==> src/rtl/lpc_reg_rd_mux.sv <==
// rtl/lpc_reg_rd_mux.sv - parametrised LPC register read mux with handshake, clear-on-read and snapshot
module lpc_reg_rd_mux #(
  parameter int                  NUM_REGS     = 32,
  parameter int                  DATA_W       = 8,
  parameter int                  ADDR_W       = 8,
  parameter logic [ADDR_W-1:0]   BASE_ADDR    = '0,
  parameter int                  LATENCY      = 1,
  parameter logic [DATA_W-1:0]   DEFAULT_DATA = '0,
  parameter logic [NUM_REGS-1:0] CLR_MASK     = '0,
  parameter bit                  SNAP_EN      = 1'b0,
  parameter int                  SNAP_IDX     = 0,
  parameter int                  SNAP_LEN     = 2
) (
  input  logic                       LpcClock,
  input  logic                       PciReset,
  input  logic [ADDR_W-1:0]          AddrReg,
  input  logic                       RdReq,
  input  logic [NUM_REGS*DATA_W-1:0] RegBus,
  output logic [DATA_W-1:0]          DataRd,
  output logic                       RdAck,
  output logic                       Hit,
  output logic [NUM_REGS-1:0]        RdClr,
  output logic                       SnapValid
);

  localparam int IW    = ADDR_W + 1;
  localparam int SEL_W = (NUM_REGS > 1) ? $clog2(NUM_REGS) : 1;
  localparam int BUF_N = SNAP_LEN - 1;

  // Request-side decode
  logic [IW-1:0]    req_idx;
  logic             req_in;

  // Optional first pipeline stage (used only when LATENCY == 2)
  logic             s1_valid;
  logic [SEL_W-1:0] s1_sel;
  logic             s1_in;

  // Inputs to the data-sampling (final) edge
  logic             fin_valid;
  logic [SEL_W-1:0] fin_sel;
  logic             fin_in;

  logic [DATA_W-1:0]   reg_arr [NUM_REGS];
  logic [DATA_W-1:0]   snap_buf [BUF_N];
  logic [DATA_W-1:0]   rd_val;
  logic [NUM_REGS-1:0] clr_vec;
  logic                is_snap_lo;
  logic                is_snap_hi;

  // Offset the address by the base and flag whether it lands inside the register file
  always_comb begin
    req_idx = {1'b0, AddrReg} - {1'b0, BASE_ADDR};
    req_in  = (AddrReg >= BASE_ADDR) && (int'(req_idx) < NUM_REGS);
  end

  // Latency-2 address stage: holds the decoded request for one cycle
  always_ff @(posedge LpcClock or negedge PciReset) begin
    if (!PciReset) begin
      s1_valid <= 1'b0;
      s1_sel   <= '0;
      s1_in    <= 1'b0;
    end else begin
      s1_valid <= RdReq;
      s1_sel   <= req_idx[SEL_W-1:0];
      s1_in    <= req_in;
    end
  end

  assign fin_valid = (LATENCY == 2) ? s1_valid : RdReq;
  assign fin_sel   = (LATENCY == 2) ? s1_sel   : req_idx[SEL_W-1:0];
  assign fin_in    = (LATENCY == 2) ? s1_in    : req_in;

  // Unflatten the register bus for indexed access
  always_comb begin
    for (int i = 0; i < NUM_REGS; i++) begin
      reg_arr[i] = RegBus[i*DATA_W +: DATA_W];
    end
  end

  // Select read data: live register, buffered snapshot word, or default for misses
  always_comb begin
    rd_val = reg_arr[fin_sel];
    if (SNAP_EN && SnapValid) begin
      for (int k = 1; k < SNAP_LEN; k++) begin
        if (int'(fin_sel) == SNAP_IDX + k) rd_val = snap_buf[k-1];
      end
    end
    if (!fin_in) rd_val = DEFAULT_DATA;
  end

  // One-hot clear strobe for clear-on-read registers, plus snapshot group decode
  always_comb begin
    clr_vec = '0;
    if (fin_in && CLR_MASK[fin_sel]) clr_vec[fin_sel] = 1'b1;
    is_snap_lo = SNAP_EN && fin_in && (int'(fin_sel) == SNAP_IDX);
    is_snap_hi = SNAP_EN && fin_in && (int'(fin_sel) == SNAP_IDX + SNAP_LEN - 1);
  end

  // Output stage: registers the acknowledge, data, hit and clear strobe at the sampling edge
  always_ff @(posedge LpcClock or negedge PciReset) begin
    if (!PciReset) begin
      DataRd <= '0;
      RdAck  <= 1'b0;
      Hit    <= 1'b0;
      RdClr  <= '0;
    end else if (fin_valid) begin
      DataRd <= rd_val;
      RdAck  <= 1'b1;
      Hit    <= fin_in;
      RdClr  <= clr_vec;
    end else begin
      RdAck  <= 1'b0;
      Hit    <= 1'b0;
      RdClr  <= '0;
    end
  end

  // Snapshot buffer: reading the low word freezes the upper words; reading the top word releases them.
  // The modulo keeps the constant capture index legal when the snapshot group is disabled.
  always_ff @(posedge LpcClock or negedge PciReset) begin
    if (!PciReset) begin
      SnapValid <= 1'b0;
      for (int k = 0; k < BUF_N; k++) snap_buf[k] <= '0;
    end else if (fin_valid) begin
      if (is_snap_lo) begin
        SnapValid <= 1'b1;
        for (int k = 1; k < SNAP_LEN; k++) begin
          snap_buf[k-1] <= reg_arr[(SNAP_IDX + k) % NUM_REGS];
        end
      end else if (is_snap_hi) begin
        SnapValid <= 1'b0;
      end
    end
  end

endmodule

==> config.mk <==
export PLATFORM = sky130hd
export DESIGN_NAME = lpc_reg_rd_mux
export DESIGN_NICKNAME = d
export VERILOG_FILES = /design/src/rtl/lpc_reg_rd_mux.sv
export SDC_FILE = /design/constraint.sdc
export NUM_CORES = 1
export LEC_CHECK = 0
export CORE_AREA = 4 4 117 119
export DETAILED_ROUTE_END_ITERATION = 10
export DIE_AREA = 0 0 121 123
export PLACE_DENSITY_LB_ADDON = 0.25
export SLEW_MARGIN = 5
export SYNTH_ARGS = -nofsm -noshare
export SYNTH_HDL_FRONTEND = slang
export SYNTH_SLANG_ARGS = --single-unit
==> constraint.sdc <==
create_clock -name LpcClock -period 0.9 [get_ports LpcClock]
set_input_delay 0.18 -clock LpcClock [delete_from_list [all_inputs] [get_ports LpcClock]]
set_output_delay 0.18 -clock LpcClock [all_outputs]
set_load 0.05 [all_outputs]
== Word level (Yosys, flattened, before mapping) ==
Memory sizes are Yosys's and may differ from the RTL's.
Cells that the tools add are included.

* Register bits after elaboration: 42
* ROM bits: 32
* Input port bits: 267
* Word-level logic and storage cells: 25
* Memories: 1

* $lt $le $gt $ge: 5
* Mux-type cells: 11
* Bitwise logic cells: 1
* Reductions and logical operators: 3

{| class="wikitable"
|+ Memory list
! memory !! depth !! bits a word !! rd ports !! clocked after memory_dff !! write ports !! RTL line !! RTL
|-
| (no name shown) || 32 || 1 || 1 || 0 || 0 || 95 || <nowiki>if (fin_in && CLR_MASK[fin_sel]) clr_vec[fin_sel] = 1'b1;</nowiki>
|}

{| class="wikitable"
|+ Operators with widths
! cell !! number
|-
| $mux W32 || 2
|-
| $bmux W8 S5 || 1
|-
| $mux W8 || 3
|-
| $ge A8 B1 Y1 const B || 1
|-
| $lt A8 B6 Y1 const B || 1
|-
| $ge A6 B6 Y1 const B || 1
|-
| $lt A5 B6 Y1 const B || 1
|-
| $not A5 Y6 || 1
|-
| $demux W1 S5 || 1
|-
| $ge A5 B1 Y1 const B || 1
|-
| $mux W1 || 4
|-
| $logic_and A1 B1 Y1 || 3
|}

== Depth between registers and ports, before layout ==
Gate-level depths: netlist (run 1).

* Word-level depth: 6
* Mapped depth: 8
* Depth with buffers taken out: 5

== Worst setup path after synthesis (run 1) ==
Ideal clock, no wire load.

* Kind: in2reg
* From: in AddrReg[1]
* To: reg DataRd[5]
* Setup time: 0.135 ns
* Arrival: 1.633 ns
* Required time: 0.765 ns
* Slack: -0.868 ns
* Stages on the path: 6
* Path through: buf_2 > buf_1 > mux4_2 > mux2_2 > a221oi_1 > o22ai_1

* Longest elaborated chain between the ends: 5
* Elaborated cells between the ends (all ways): 8
* Those cells by class: order compare (2); mux (4); bitwise (1); reduce/logical (1)

{| class="wikitable"
|+ Ends and longest elaborated chain
! element !! RTL line !! RTL
|-
| start: declaration || 16 || <nowiki>input logic [ADDR_W-1:0] AddrReg,</nowiki>
|-
| $not A5 Y6 (implied by the code) || 83 || <nowiki>rd_val = reg_arr[fin_sel];</nowiki>
|-
| $bmux W8 S5 || 83 ||
|-
| $mux W8 (implied by the code) (2 in a row) || 83 ||
|-
| $mux W8 * || 89 || <nowiki>if (!fin_in) rd_val = DEFAULT_DATA;</nowiki>
|-
| end signal: assignment || 108 || <nowiki>DataRd <= rd_val;</nowiki>
|-
| end: declaration || 19 || <nowiki>output logic [DATA_W-1:0] DataRd,</nowiki>
|}

Every way passes the cells marked *; elsewhere a longest branch is shown, timed or not. The select of a mux whose other input is x is not followed.
A chain may end at the register's enable or synchronous reset.

== Worst setup path in the final report (run 1) ==
* From: in RegBus[252]
* To: reg DataRd[4]

* Longest elaborated chain between the ends: 4

{| class="wikitable"
|+ Ends and longest elaborated chain
! element !! RTL line !! RTL
|-
| start: declaration || 18 || <nowiki>input logic [NUM_REGS*DATA_W-1:0] RegBus,</nowiki>
|-
| $bmux W8 S5 || 83 ||
|-
| $mux W8 (implied by the code) (2 in a row) || 83 ||
|-
| $mux W8 || 89 ||
|}

No other way between the ends. The select of a mux whose other input is x is not followed.

==> results.py, run 1 <==
metrics = {
    "outcome": {
        "run_status": "finished with violations",
        "violations": "negative setup slack",
    },
    "detailed_routing": {
        "drtIter0Drc": 56,
        "routed_via_density": 4.72,
        "num_vias": 3453,
        "firstDrtPassIters": 4,
        "drc": 0,
        "postRouteAntennaNets": 0,
        "routed_wl_mm": 15.2,
        "wire_per_inst_um": 20.9,
    },
    "die": {
        "io_pins": 310,
        "initial_core_util": 0.229,
        "dieArea_mm2": 0.0149,
        "rows": 41,
        "die_x_um": 121,
        "core-area_mm2": 0.0126,
        "die_h_um": 123,
    },
    "power_and_ir_drop": {
        "power_frac_seq": 0.113,
        "p_total_mw": 4.45,
        "peakVddDrop_mv": 0.484,
        "p_per_area_mw_per_mm2": 689,
        "swShare": 0.349,
        "comb_power_share": 0.711,
        "internal-power_mw": 2.90,
        "power.leakage_nw": 2.88,
        "power.switching_mw": 1.55,
        "p_clk_frac": 0.176,
    },
    "sta": {
        "fin_ws_ps": -645,
        "setup_tns_ps": -5710,
        "drv_slew": 0,
        "setup_viol_count_final": 18,
        "fin_crit_ps": 1550,
        "timing.slew.headroom": 0.632,
        "rsz0062_at_grt": "true",
        "holdWs_ps": 247,
        "max_freq_mhz": 647,
        "worstMarginPinSlew_ps": 552,
        "fin_worst_skew_ps": 0,
        "min_period_over_period": 1.72,
        "finalHoldViolCount": 0,
    },
    "global_route": {
        "first_global_vias": 3927,
        "grt_pass1_wl_mm": 21.7,
        "grt_util_met3": 0.0462,
        "grt.met2_usage": 0.374,
        "met1_usage": 0.201,
        "grt_busiest_layer": "met2",
        "groute.usage.overall": 0.189,
        "grt_max_degree": 27,
        "overflow": 0,
        "antenna_found_initial": 0,
    },
    "clock_network": {
        "cts_buffer_depth": 2,
        "cts.clk_slew.worst_paths_ps": 40,
        "cts_buffers": 3,
        "htreeDepth": 1,
        "cts_tree": "yes",
        "clk_latency_ps": 240,
        "cts.sinks": 10,
        "cts-root-buf": "clkbuf_16",
    },
    "place": {
        "io_buffers": 276,
        "placed_cells": 714,
        "place_area_mm2": 0.00596,
        "hpwl_mm": 12.8,
        "globalplace.congestion": 0.771,
    },
    "layout": {
        "mostFrequentLayoutCell": "clkdlybuf4s50_1",
        "fillers": 1165,
        "fin_nets": 827,
        "area_growth_pct": 125,
        "drive_above_1_share": 0.289,
        "fin_cells": 731,
        "multiInputGateArea_mm2": 0.00254,
        "regArea_um2": 251,
        "final_cell_mix": "clkdlybuf4s50_1, dlygate4sd2_1, mux2i_1, conb_1, mux4_2",
        "fin_area_mm2": 0.00646,
    },
    "setup_path": {
        "arrival_ps": 1660,
        "end_kind": "flip-flop",
        "startpoint_type": "input port",
        "reg2reg_slack_ps": 80,
        "crit_type": "input port to flip-flop",
        "path_max_fanout": 1,
        "critPathRequiredTime_ps": 1010,
        "rr_startpoint": "DataRd[3]",
        "r2r_end": "DataRd[3]",
        "rr_worst_depth": 3,
    },
    "synthesis": {
        "syn-instance-count": 265,
        "syn_area_per_cell_um2": 10.8,
        "ys_ff_latch": 10,
        "yosysWarnings": 0,
        "yosysTopAreaCell": "mux4_2",
        "synth_top_area_share": 0.172,
        "yosysUniqueCellTypes": 25,
        "syn-cell-area_mm2": 0.00287,
        "ys_top_cells_by_area": "mux4_2, mux2i_1, mux2_2, buf_4, mux4_1",
        "yosysSeqAreaShare": 0.0871,
    },
    "worst_hold_path": {
        "hp-class": "input port to async pin",
    },
    "flow_run": {
        "cap_violations": 0,
    },
}
==> sequential cells by signal, summed over array words and instances, names as in the netlist <==
name,cells
RdAck,1
Hit,1
DataRd,8
==> timing repair <==
item | in CTS | in global routing
resized for setup | 111 | 53
cloned | 4 | 1
setup endpoints to repair | 19 | 19
setup buffers | 6 | 2
hold buffers | 0 | 0
pin swaps | 20 | 23
==> Yosys cell counts <==
cell type / n
a22o_1: 8
and2_1: 1
dfrtp_1: 10
buf_4: 37
mux2i_1: 48
a221oi_2: 6
nand2b_1: 2
o221ai_1: 8
inv_1: 8
buf_2: 3
mux4_1: 10
buf_12: 2
clkbuf_1: 8
conb_1: 1
buf_1: 7
nor2b_1: 2
nand2_1: 2
mux4_2: 22
mux2_2: 32
o22ai_1: 16
nor2_1: 1
nor4b_2: 1
buf_6: 4
a21oi_1: 16
a221oi_1: 10
==> how the worst max path moves through the flow <==
| stage | from | end | slack, ps | depth (start not counted) |
|---|---|---|---|---|
| 2_1_floorplan | AddrReg[0] | DataRd[0] | -710 | 6 |
| 3_3_place_gp | AddrReg[2] | DataRd[3] | -1360 | 6 |
| 3_5_place_dp | AddrReg[2] | DataRd[3] | -1390 | 6 |
| 4_1_cts | AddrReg[0] | DataRd[5] | -630 | 6 |
| 5_1_grt | RegBus[252] | DataRd[4] | -690 | 5 |
| 6_report | RegBus[252] | DataRd[4] | -650 | 5 |
==> critical path, cell delays in order <==
cell and delay [ps]:
clkdlybuf4s50_1 410, mux4_2 470, mux2_2 300, o221ai_2 180, o22ai_1 110
==> logic make-up (layout without fill, tap and decap cells) <==
group | Yosys count | count (layout) | synth area share
other | 1 | 34 | 0.00131
DFF | 10 | 10 | 0.0871
buffers and inverters | 69 | 330 | 0.162
AOI/OAI and AO/OA | 64 | 64 | 0.173
and+or+nand+nor | 9 | 9 | 0.0200
muxes | 112 | 112 | 0.557
==> power groups by stage <==
stage / Sequential [mW] / Clock, mW / Combinational [mW]
6_report: 0.502 / 0.783 / 3.16
5_1_grt: 0.504 / 0.805 / 3.35
4_1_cts: 0.503 / 0.791 / 3.07
2_1_floorplan: 0.569 / 0 / 1.43
3_3_place_gp: 0.509 / 0 / 2.96
3_5_place_dp: 0.510 / 0 / 2.99
==> routing by layer <==
layer	part of all wire	wire, µm
met1	0.36	5470
met2	0.54	8180
met3	0.083	1270
met4	0.022	329
met5	0	0
==> metrics by stage <==
| step | setup WS [ps] | util |
|---|---|---|
| 6_report | -645 | 0.514 |
| 5_1_grt | -690 | 0.513 |
| 4_1_cts | -632 | 0.495 |
| 3_5_place_dp | -1390 | 0.474 |
| 3_3_place_gp | -1360 | 0.474 |
| 2_1_floorplan | -706 | - |
==> layout make-up <==
cell class / count / share of cell area
timing repair buffer: 319 / 0.517
clock buffer: 3 / 0.0116
antenna: 1 / 0.000388
tap: 172 / 0.0333
multi-input combinational: 218 / 0.394
sequential: 10 / 0.0390
inverter: 8 / 0.00465
Power figures use the tool's default switching activity.
==> inputs of run 2 (changes only) <==
--- a/config.mk
+++ b/config.mk
@@ -13,3 +13,4 @@
 export SYNTH_ARGS = -nofsm -noshare
 export SYNTH_HDL_FRONTEND = slang
 export SYNTH_SLANG_ARGS = --single-unit
+export TNS_END_PERCENT = 1
==> run 2 against run 1 <==
Net effect: the run still ends with negative setup slack left; largest power group unchanged; total power grew 1.7%; die area is the same; register-to-register slack gained 120 ps; design area shrank 0.54%; sequential share of layout area is essentially flat; worst hold slack gained 7.0 ps; fmax grew 3.9%; critical path type unchanged; clock power grew 15%.
==> results.py, run 2 (same netlist as run 1, synthesis figures left out) <==
metrics = {
    "place": {
        "globalplace.congestion": 0.775,
        "io_buffers": 276,
        "placed_cells": 719,
        "pre_cts_slack_ps": -1200,
        "hpwl_mm": 12.9,
        "place_area_mm2": 0.00597,
    },
    "sta": {
        "fin_crit_ps": 1490,
        "rsz0062_at_grt": "true",
        "min_period_over_period": 1.65,
        "setup_tns_ps": -5480,
        "max_freq_mhz": 672,
        "drv_slew": 0,
        "holdWs_ps": 254,
        "fin_ws_ps": -588,
        "fin_worst_skew_ps": 0,
        "finalHoldViolCount": 0,
        "setup_viol_count_final": 19,
    },
    "die": {
        "core-area_mm2": 0.0126,
        "rows": 41,
        "die_h_um": 123,
        "dieArea_mm2": 0.0149,
        "initial_core_util": 0.229,
        "io_pins": 310,
        "die_x_um": 121,
    },
    "clock_network": {
        "cts_buffer_depth": 2,
        "cts_tree": "yes",
        "cts_buffers": 3,
        "hold_buffers": 0,
        "clk_latency_ps": 240,
        "cts.sinks": 10,
        "cts.clk_slew.worst_paths_ps": 40,
        "htreeDepth": 1,
        "cts-root-buf": "clkbuf_16",
    },
    "layout": {
        "fin_area_mm2": 0.00642,
        "area_growth_pct": 124,
        "drive_above_1_share": 0.276,
        "fin_cells": 726,
        "top_register": "DataRd",
        "mostFrequentLayoutCell": "clkdlybuf4s50_1",
        "diodes": 0,
        "final_cell_mix": "clkdlybuf4s50_1, dlygate4sd2_1, mux2i_1, conb_1, mux4_2",
        "largest_register_ffs": 8,
        "reg_top3": "DataRd: 8 flops, Hit: 1 flops, RdAck: 1 flops",
        "fin_nets": 822,
        "post-route-util": 0.511,
    },
    "setup_path": {
        "worstSetupStartpoint": "AddrReg[0]",
        "crit_family": "multiplexers",
        "startpoint_type": "input port",
        "end_kind": "flip-flop",
        "rr_startpoint": "DataRd[5]",
        "max_stage_delay_ps": 500,
        "arrival_ps": 1600,
        "path_max_fanout": 7,
        "crit_buf_inv": 2,
        "crit_type": "input port to flip-flop",
        "critPathRequiredTime_ps": 1020,
        "cp_cell_sequence": "buf_16 > buf_8 > mux4_2 > mux2_4 > a221oi_2 > o22ai_1",
        "crit_slowest_cell": "mux4_2",
    },
    "flow_run": {
        "cap_violations": 0,
    },
    "global_route": {
        "grt_max_degree": 20,
        "first_global_vias": 3772,
        "overflow": 0,
        "grt_pass1_wl_mm": 20.9,
        "antenna_found_initial": 1,
        "groute.usage.overall": 0.183,
    },
    "outcome": {
        "violations": "negative setup slack",
        "run_status": "finished with violations",
    },
    "detailed_routing": {
        "postRouteAntennaNets": 0,
        "num_vias": 3390,
        "routed_via_density": 4.67,
        "wire_per_inst_um": 20.4,
        "drc": 0,
        "drtIter0Drc": 67,
        "routed_wl_mm": 14.8,
        "firstDrtPassIters": 4,
    },
    "power_and_ir_drop": {
        "p_per_area_mw_per_mm2": 704,
        "power.leakage_nw": 2.86,
        "p_total_mw": 4.52,
        "peakVddDrop_mv": 0.356,
    },
    "worst_hold_path": {
        "hp-class": "input port to async pin",
    },
}
run 2: changes by cell type in the layout (fill, tap and decap cells not counted), sizes merged, moves of 4 or more:
cell and change:
clkdlybuf4s50 -29, clkbuf -4, dlymetal6s2s -6, buf -4, dlygate4sd2 +40
run 2: power breakdown:
part	switching [mW]	internal (mW)	total, mW
clock network	0.232	0.670	0.902
logic	1.33	1.79	3.12
registers	0.0254	0.473	0.499
run 2: timing repair:
action / in CTS / in global routing
endpoints found under the setup margin: 19 / 19
gates cloned: 3 / 0
gates resized for setup: 157 / 42
pin swaps: 21 / 19
setup buffers: 1 / 0
run 2: layout make-up:
class	instances	area [µm²]
Inverter	8	30.0
Clock buffer	4	88.8
Tap cell	172	215
Fill cell	1174	6150
Timing Repair Buffer	314	3230
Sequential cell	10	250
Multi-Input combinational cell	218	2600
run 2: per-layer routing:
| metal | wire [µm] | vias up | global-route usage |
|---|---|---|---|
| met3 | 1190 | 16 | 0.0366 |
| met1 | 5250 | 1589 | 0.204 |
| met2 | 8160 | 184 | 0.360 |
| met5 | 13 | - | 0 |
| li1 | - | 1599 | - |
| met4 | 194 | 2 | 0.0333 |
run 2: path summary, 6_finish.rpt:
path                                   to  slack [ps]  cells past startpoint
worst min-delay path            DataRd[2]         250                      2
worst max-delay path            DataRd[6]        -590                      6
max in group asynchronous       DataRd[4]         500                      2
worst min register to register  DataRd[0]         590                      2
min in group LpcClock               RdAck         400                      2
worst max register to register  DataRd[5]         200                      2
